### config.mk
export PLATFORM = sky130hd
export DESIGN_NAME = xor_gate
export DESIGN_NICKNAME = d
export VERILOG_FILES = /design/src/rtl/xor_gate.sv
export SDC_FILE = /design/constraint.sdc
export NUM_CORES = 1
export LEC_CHECK = 0
export CORE_MARGIN = 10
export CORE_UTILIZATION = 51
export CTS_CLUSTER_SIZE = 12
export DETAILED_ROUTE_END_ITERATION = 8
export HOLD_SLACK_MARGIN = 0.12
export PLACE_DENSITY = 0.83
export SLEW_MARGIN = 5
export SYNTH_ARGS = -nofsm -noshare
export SYNTH_HDL_FRONTEND = slang
export SYNTH_SLANG_ARGS = --single-unit
### constraint.sdc
create_clock -name clk -period 3 [get_ports clk]
set_input_delay 0.3 -clock clk [delete_from_list [all_inputs] [get_ports clk]]
set_output_delay 0.3 -clock clk [all_outputs]
set_load 0.05 [all_outputs]
### src/rtl/xor_gate.sv
// XOR gate with a sampled history: registered copy, rising-edge pulse,
// running parity and a saturating count of sampled ones.
module xor_gate #(
    parameter int CNT_W = 16
) (
    input  logic             clk,
    input  logic             rst,
    input  logic             en,
    input  logic             clr,
    input  logic             a,
    input  logic             b,
    output logic             f,
    output logic             f_q,
    output logic             f_rise,
    output logic             acc_parity,
    output logic [CNT_W-1:0] ones_cnt,
    output logic             cnt_sat
);

    localparam logic [CNT_W-1:0] CNT_MAX = '1;

    logic             fq_q,   fq_d;
    logic             rise_q, rise_d;
    logic             par_q,  par_d;
    logic [CNT_W-1:0] cnt_q,  cnt_d;

    assign f = a ^ b;

    always_comb begin
        // NOTE: every next-state signal gets a hold default first so no latch is inferred.
        fq_d   = fq_q;
        rise_d = 1'b0;
        par_d  = par_q;
        cnt_d  = cnt_q;

        if (en) begin
            fq_d   = f;
            rise_d = f & ~fq_q;
            if (f) begin
                par_d = ~par_q;
                if (cnt_q != CNT_MAX) begin
                    cnt_d = cnt_q + CNT_W'(1);
                end
            end
        end

        // Clear beats the sample on the accumulators; f_q still follows en.
        if (clr) begin
            rise_d = 1'b0;
            par_d  = 1'b0;
            cnt_d  = '0;
        end
    end

    always_ff @(posedge clk) begin
        // NOTE: sequential state uses non-blocking assignments only.
        if (rst) begin
            fq_q   <= 1'b0;
            rise_q <= 1'b0;
            par_q  <= 1'b0;
            cnt_q  <= '0;
        end else begin
            fq_q   <= fq_d;
            rise_q <= rise_d;
            par_q  <= par_d;
            cnt_q  <= cnt_d;
        end
    end

    assign f_q        = fq_q;
    assign f_rise     = rise_q;
    assign acc_parity = par_q;
    assign ones_cnt   = cnt_q;
    assign cnt_sat    = (cnt_q == CNT_MAX);

endmodule

Word level (Yosys, flattened, before mapping)
Index checks and enable logic that the tools add are counted.
{"block": "totals", "regBits": 19, "input_bits": 6, "out_inout_bits": 21, "wordCells": 16}
{"block": "classes", "n_addsub": 1, "n_eq_ne": 2, "bitwise_logic": 5, "n_reduce_logical": 4}
{"op": "$add A16 B1 Y16 const B", "n": 1}
{"op": "$eq A16 B16 Y1 const B", "n": 1}
{"op": "$ne A16 B16 Y1 const B", "n": 1}
{"op": "$not A1 Y1", "n": 3}
{"op": "$reduce_and A3 Y1", "n": 1}
{"op": "$reduce_or A3 Y1", "n": 1}
{"op": "$reduce_and A2 Y1", "n": 1}
{"op": "$reduce_or A2 Y1", "n": 1}
{"op": "$and A1 B1 Y1", "n": 1}
{"op": "$xor A1 B1 Y1", "n": 1}

Longest topological paths before layout
{"block": "depth", "depth_word": 2, "mapped_depth": 5, "depth_no_buf": 5}

Worst setup path before layout
No wires, ideal clock.
{"block": "synth_path", "path_kind": "register -> output", "startpoint": "register cnt_q[13], in the netlist ones_cnt[13]", "endpoint": "output port cnt_sat", "t_arrival_ps": 1997, "slack_ps": 703, "stages_incl_launch_ff": 4, "n_path_buf": 0, "path_cell_list": "dfxtp_1 nand4_1 nor3_2 and3_1"}
{"block": "synth_via", "elab_chain_cells": 1}
{"item": "start: declaration", "line_no": "25", "rtl": "logic [CNT_W-1:0] cnt_q, cnt_d;"}
{"item": "start signal: assignment", "line_no": "66", "rtl": "cnt_q <= cnt_d;"}
{"item": "$eq A16 B16 Y1", "line_no": "74", "rtl": "assign cnt_sat = (cnt_q == CNT_MAX);"}
{"item": "end: declaration", "line_no": "17", "rtl": "output logic cnt_sat"}
Every way passes these cells.

Final worst setup path
Ends and elaborated chain as after synthesis.

==> flow_summary.ini <==
[outcome]
outcome = finished, final reports clean

[hold_path]
holdCritPathClass = flip-flop to flip-flop
whs_path_depth = 1

[power_and_ir_drop]
pwr-share-seq_pct = 58.0
vdd_drop_max_uv = 269
power.density_mw_per_mm2 = 332
cellInternalPower_mw = 0.324
switching_share_pct = 26.9
pwr-share-clk_pct = 30.1
p_sw_mw = 0.119
power_mw = 0.443
p_leak_nw = 0.446
power.share.combinational_pct = 11.9

[timing]
rsz0062_at_grt = no
finalCritPeriodShare_pct = 93.1
max_freq_mhz = 358
hold_viol = 0
holdWs_ns = 0.465
layout_min_cycle_time_ns = 2.79
setup_viol = 0
slew_violations = 0
fin_setup_tns_ns = 0
finClkSkew_ns = 0.00652
worstMarginPinSlew_ns = 0.517
max-slew-margin-rel_pct = 65.4
setup_ws_ns = 0.206

[global_route]
grt_usage_pct = 12.8
grt_max_degree = 17
antenna_found_initial = 0
grt_pass1_vias = 923
grt_pass1_wl_um = 4410
gr-total-overflow = 0

[floorplanning]
start_util_pct = 53.1
io_pins = 27
dieArea_mm2 = 0.00419
rows = 16
coreArea_mm2 = 0.00192
dieHeight_um = 64.7
die_w_um = 64.7

[cts]
tritoncts = done
cts_resized = 0
clockRootBuffer = clkbuf_4
numClockSinks = 19
clock_path_buffers = 2
post_cts_buffers = 0
hold_buffers = 0
clk_pin_slew_ns = 0.11
clock_latency_ns = 0.30
cts_buffers = 3
htreeDepth = 1

[synthesis]
synthFlopType = dfxtp_1
yosys_warnings = 0
synth_cell_types = 39
syn_nets = 122
synth.avg_cell_area_um2 = 8.87
ys_seq_area_share_pct = 37.3
ys_seq_elements = 19
synth_area_mm2 = 0.00102
async_reset_ff_share_pct = 0
synthCells = 115
synth_edf_count = 0

[final_layout]
synthToLayoutAreaGrowth_pct = 31.0
n_fill_cell = 168
final_cell_area_mm2 = 0.00134
drive_above_1_share_pct = 11.2
antennaDiodeCount = 0
nets = 151

[worst_setup_path]
startpoint_type = flip-flop
worstPathArrival_ns = 2.49
crit_slowest_cell = clkdlybuf4s50_1
r2r-end = ones_cnt[14]
crit_start = ones_cnt[13]
crit_chain = nand4_1 -> nor3_2 -> buf_4 -> and3_1 -> clkdlybuf4s50_1
cpPeakStageDelay_ns = 0.81
worstPathRequired_ns = 2.70
rr_startpoint = ones_cnt[0]
path_class = flip-flop to output pin
endpoint = cnt_sat
reg2reg_slack_ns = 1.28
critPathMaxFanout = 8
rr_worst_depth = 5
cp-end-kind = output pin

[detailed_routing]
vias = 1017
wl_um = 2540
firstDrtPassIters = 4
dr.first_iter.drc_count = 61
drc_errors = 0
detail_route.wl_per_cell_um = 14.9
viasPerCell = 5.98
ant_nets = 0

[run]
drv_cap = 0

[placement]
gp_congestion = 0.826
pre_cts_ws_ns = 0.572
dp_hpwl_um = 2000
dpl_cell_area_mm2 = 0.00131
port-buffer-count = 26
[cells by family (layout without fill, tap and decap cells)]
kind of cell	Yosys count	after routing	share of synthesized area (%)
AND/OR/NAND/NOR	55	55	36.7
XOR/XNOR	2	2	1.72
adder cells (fa/ha/maj)	1	1	1.23
flip-flops	19	19	37.3
buffers and inverters	5	33	1.96
AO/OA/AOI/OAI	33	33	21.1
[power by group through the flow]
stage | registers (mW) | clock network, mW | logic, mW
after floorplan | 0.272 | 0 | 0.0229
after global placement | 0.263 | 0 | 0.0524
after detailed placement | 0.263 | 0 | 0.0527
after CTS | 0.257 | 0.137 | 0.0531
after global routing | 0.258 | 0.150 | 0.0565
final | 0.257 | 0.133 | 0.0526
[layer usage]
| metal | wire length [um] | GRT usage [%] | vias up |
|---|---|---|---|
| met2 | 1170 | 20.2 | 33 |
| met3 | 194 | 5.33 | 7 |
| li1 | - | - | 517 |
| met4 | 60 | 6.42 | 0 |
| met1 | 1110 | 14.5 | 460 |
| met5 | 0 | 0 | - |
[how the worst min path moves through the flow]
stage	start	endpoint	slack (ns)
global route	f_q	f_rise	0.50
finish	f_q	f_rise	0.47
floorplan	rst	f_q	0.37
global placement	f_q	f_rise	0.45
CTS	f_q	f_rise	0.48
detailed placement	f_q	f_rise	0.46
[Yosys cell counts, types with 2 or more instances]
| library cell | n | area, um^2 |
|---|---|---|
| clkbuf_1 | 2 | 7.51 |
| nand3_1 | 3 | 15.0 |
| o21ai_1 | 2 | 10.0 |
| and3_1 | 4 | 25.0 |
| nand4_1 | 5 | 31.3 |
| nor3_1 | 2 | 10.0 |
| o21a_1 | 2 | 15.0 |
| nand2_1 | 9 | 33.8 |
| a21oi_1 | 13 | 65.1 |
| o31ai_1 | 9 | 67.6 |
| nor3_2 | 2 | 20.0 |
| nor2_1 | 6 | 22.5 |
| or4_1 | 9 | 67.6 |
| and2_1 | 3 | 18.8 |
| dfxtp_1 | 19 | 380 |
| xnor2_1 | 2 | 17.5 |
[cells in the final DEF, fill, tap and decap left out, drive strengths merged, types with 2 or more instances in the layout]
cell / synthesis / routed
clkdlybuf4s50: 0 / 26
dfxtp: 19 / 19
a21oi: 13 / 13
nand2: 10 / 10
o31ai: 9 / 9
or4: 9 / 9
nand4: 7 / 7
nor2: 6 / 6
and3: 4 / 4
and2: 4 / 4
nor3: 4 / 4
nand3: 3 / 3
clkbuf: 2 / 3
o21ai: 3 / 3
xnor2: 2 / 2
o21a: 2 / 2
inv: 2 / 2
and4: 2 / 2
nor4: 2 / 2
[area by class of cell]
type	count	area, um^2	share of cell area, %
Clock inverter	1	5.00	0.375
Inverter	2	7.51	0.562
Sequential cell	19	380	28.5
Tap cell	27	33.8	2.53
Clock buffer	3	22.5	1.69
Timing Repair Buffer	27	268	20.0
Multi-Input combinational cell	91	619	46.3
[through the flow]
stage	instances	utilization, %
detailed placement	166	68.1
floorplan	115	-
CTS	170	69.5
finish	170	69.5
global placement	166	68.1
global route	170	69.5
[sequential cells by signal, indices dropped and copies added (netlist names)]
| register | flops |
|---|---|
| ones_cnt | 16 |
| acc_parity | 1 |
| f_rise | 1 |
| f_q | 1 |
[worst max-delay path: cells and delay by family (launching register included)]
kind          cells  cell delay [ns]
buf+inv           2             0.98
flops             1             0.42
simple gates      3             0.79
No activity file was read; power rests on OpenSTA's default activity.
==> variant (config.mk and constraints unchanged) <==
Register the output `cnt_sat`, with the module's reset; this adds one clock of latency there. The other outputs are not delayed to match.
--- a/src/rtl/xor_gate.sv
+++ b/src/rtl/xor_gate.sv
@@ -72,5 +72,11 @@
     assign acc_parity = par_q;
     assign ones_cnt   = cnt_q;
-    assign cnt_sat    = (cnt_q == CNT_MAX);
+    always_ff @(posedge clk) begin
+        if (rst) begin
+            cnt_sat <= '0;
+        end else begin
+            cnt_sat <= (cnt_q == CNT_MAX);
+        end
+    end
 
 endmodule
Behaviour: no difference found for any inputs over 10 cycles, from zero or initial values and one cycle with rst high; that may be too few to reach the edited logic, so the function may still have changed.
==> variant against the unedited design <==
Final area fell by 2.3%. Global-route usage fell by 0.24 points. Sequential cell count rose by 1. Critical path depth fell by 2. Total power rose by 7.1%. Synthesized area fell by 2.8%. Wire length rose by 2.5%. Clock skew fell by 0.0041 ns. Setup slack improved by 0.54 ns. Cell count fell by 3.5%. Via count fell by 0.49%. Critical path type is now in -> out. Highest routed layer unchanged.
==> variant: results (changes against the unedited design) <==
Cells and area
  • Layout cells sized above 1: 9.353% (-1.8 points)
  • Fin cells: 164 (-3.5%)
  • # diodes: 0 (unchanged)
  • Final #Nets: 147 (-2.6%)
  • Filler cell count: 138 (-18%)
  • Max reg flops: 16 (unchanged)

Critical path
  • Crit path DAT: 1.95 ns (-0.54 ns)
  • Setup Crit Path Kind: in -> out
  • Flop-to-flop setup slack: 1.09 ns (-0.19 ns)
  • Worst path slowest cell: clkdlybuf4s50_1
  • Worst r2r path cells: 4 (-1)
  • Critical Path Source: a
  • Crit Path Max Fanout: 6 (-2)
  • Origin of the critical flop-to-flop path: ones_cnt[4]$_SDFFE_PP0P_
  • CP peak stage delay: 0.87 ns (+0.06 ns)

Clock tree
  • Longest Clk Path Bufs: 2 (unchanged)
  • Cts repair resizes: 0 (unchanged)
  • Clk_lat worst skew: 0.29 ns
  • Root Buffer: clkbuf_4
  • Cts bufs inserted: 3 (unchanged)
  • # Post-CTS Setup Buffers: 0 (unchanged)

Min path
  • Hold_sp: f_q$_SDFFE_PP0P_
  • HP Class: reg -> reg
  • Hold Crit Depth: 1 (unchanged)

Run status
  • Outcome: finished clean

Synthesis
  • Largest cells by area after synthesis: dfxtp_1, or4_1, a21oi_1
  • Register area share after synthesis: 40.40% (+3.1 points)
  • Top cells by count, synth: dfxtp_1, a21oi_1, or4_1
  • Post-synthesis average cell area: 8.769 µm² (-1.1%)
  • Post-synth ARST share: 0% (unchanged)
  • Syn Nets: 120 (-1.6%)
  • Netlist cell types: 33 (-15%)
  • Yosys warns: 0 (unchanged)

Timing
  • Min Hold Slack: 0.4630 ns (-0.002465 ns)
  • Maximum clock rate: 443.7 MHz (+24%)
  • Post-Route Setup TNS: 0 ns (unchanged)
  • Worst Skew: 0.002430 ns (-0.004090 ns)
  • Worst-Margin Slew: 0.8019 ns (+0.2846 ns)

Detailed routing
  • Routed len/inst: 15.85 µm (+6.2%)
  • DR iter-0 viols: 52 (-15%)
  • Vias: 1,012 (-0.49%)

Pwr
  • Leakage power: 0.3931 nW (-12%)
  • Sw Share: 24.21% (-2.7 points)
  • Maximum vdd drop: 0.0002331 V (-13%)

Placement
  • Port bufs: 26 (unchanged)
  • Dpl hpwl: 1912 µm (-4.3%)
  • RePlAce Congestion: 0.8041 (-2.7%)
  • Dpl ws: 0.7299 ns (+0.1580 ns)

Global route
  • Vias in the first global route: 920 (-0.33%)
  • Tot GR Track Use: 12.56% (-0.24 points)
  • Initial antenna violation count: 0 (unchanged)
  • First-pass GRT wire length: 4340 µm (-1.6%)
-- variant: cell families (layout without fill, tap and decap cells) --
logic type	Yosys count	after routing	synth area share, %
xor gates and xnor gates	2	2	2.526
and+or+nand+nor	52	52	32.70
DFF	20	20	40.40
AOI/OAI and AO/OA	32	32	20.58
adders and majority gates	1	1	1.262
buffers and inverters	6	32	2.525
-- variant: layout make-up --
type,instances,area (µm²),share of cell area (%)
inverters,1,3.754,0.2876
clock buffers,4,36.28,2.780
flip-flops and latches,20,400.4,30.68
well taps,25,31.28,2.397
multi-input cells,87,565.5,43.34
repair buffers,27,267.8,20.52
-- variant: worst paths after layout --
kind	to
setup / recovery	f
hold / removal	f_rise$_SDFF_PP0_
setup reg to reg	ones_cnt[4]$_SDFFE_PP0P_
hold reg to reg	f_rise$_SDFF_PP0_
-- variant: stage by stage --
step / power, mW / util [%]
after global routing: 0.4905 / 73.19
after CTS: 0.4774 / 73.19
after floorplan: 0.3051 / -
after detailed placement: 0.3249 / 71.16
final: 0.4743 / 73.19
after global placement: 0.3244 / 71.16
-- variant: worst max-delay path, delay by kind of cell --
kind                   cells  cell delay (ns)
buffers and inverters      2             1.37
XOR/XNOR                   1             0.28
-- variant: power groups by stage --
stage | clock, mW | combinational, mW | sequential, mW
after global routing | 0.168 | 0.0517 | 0.271
after detailed placement | 0 | 0.0488 | 0.276
after global placement | 0 | 0.0484 | 0.276
after CTS | 0.158 | 0.0490 | 0.270
after floorplan | 0 | 0.0199 | 0.285
final | 0.156 | 0.0488 | 0.270
-- variant: per-layer routing --
metal | share of wire, % | GRT usage, % | wire length (µm) | vias up
met3 | 7.9 | 4.355 | 206 | 2
met4 | 0.46 | 4.372 | 12 | 0
met5 | 0 | 0 | 0 | -
met2 | 46 | 19.28 | 1198 | 37
li1 | - | - | - | 495
met1 | 46 | 15.85 | 1184 | 478
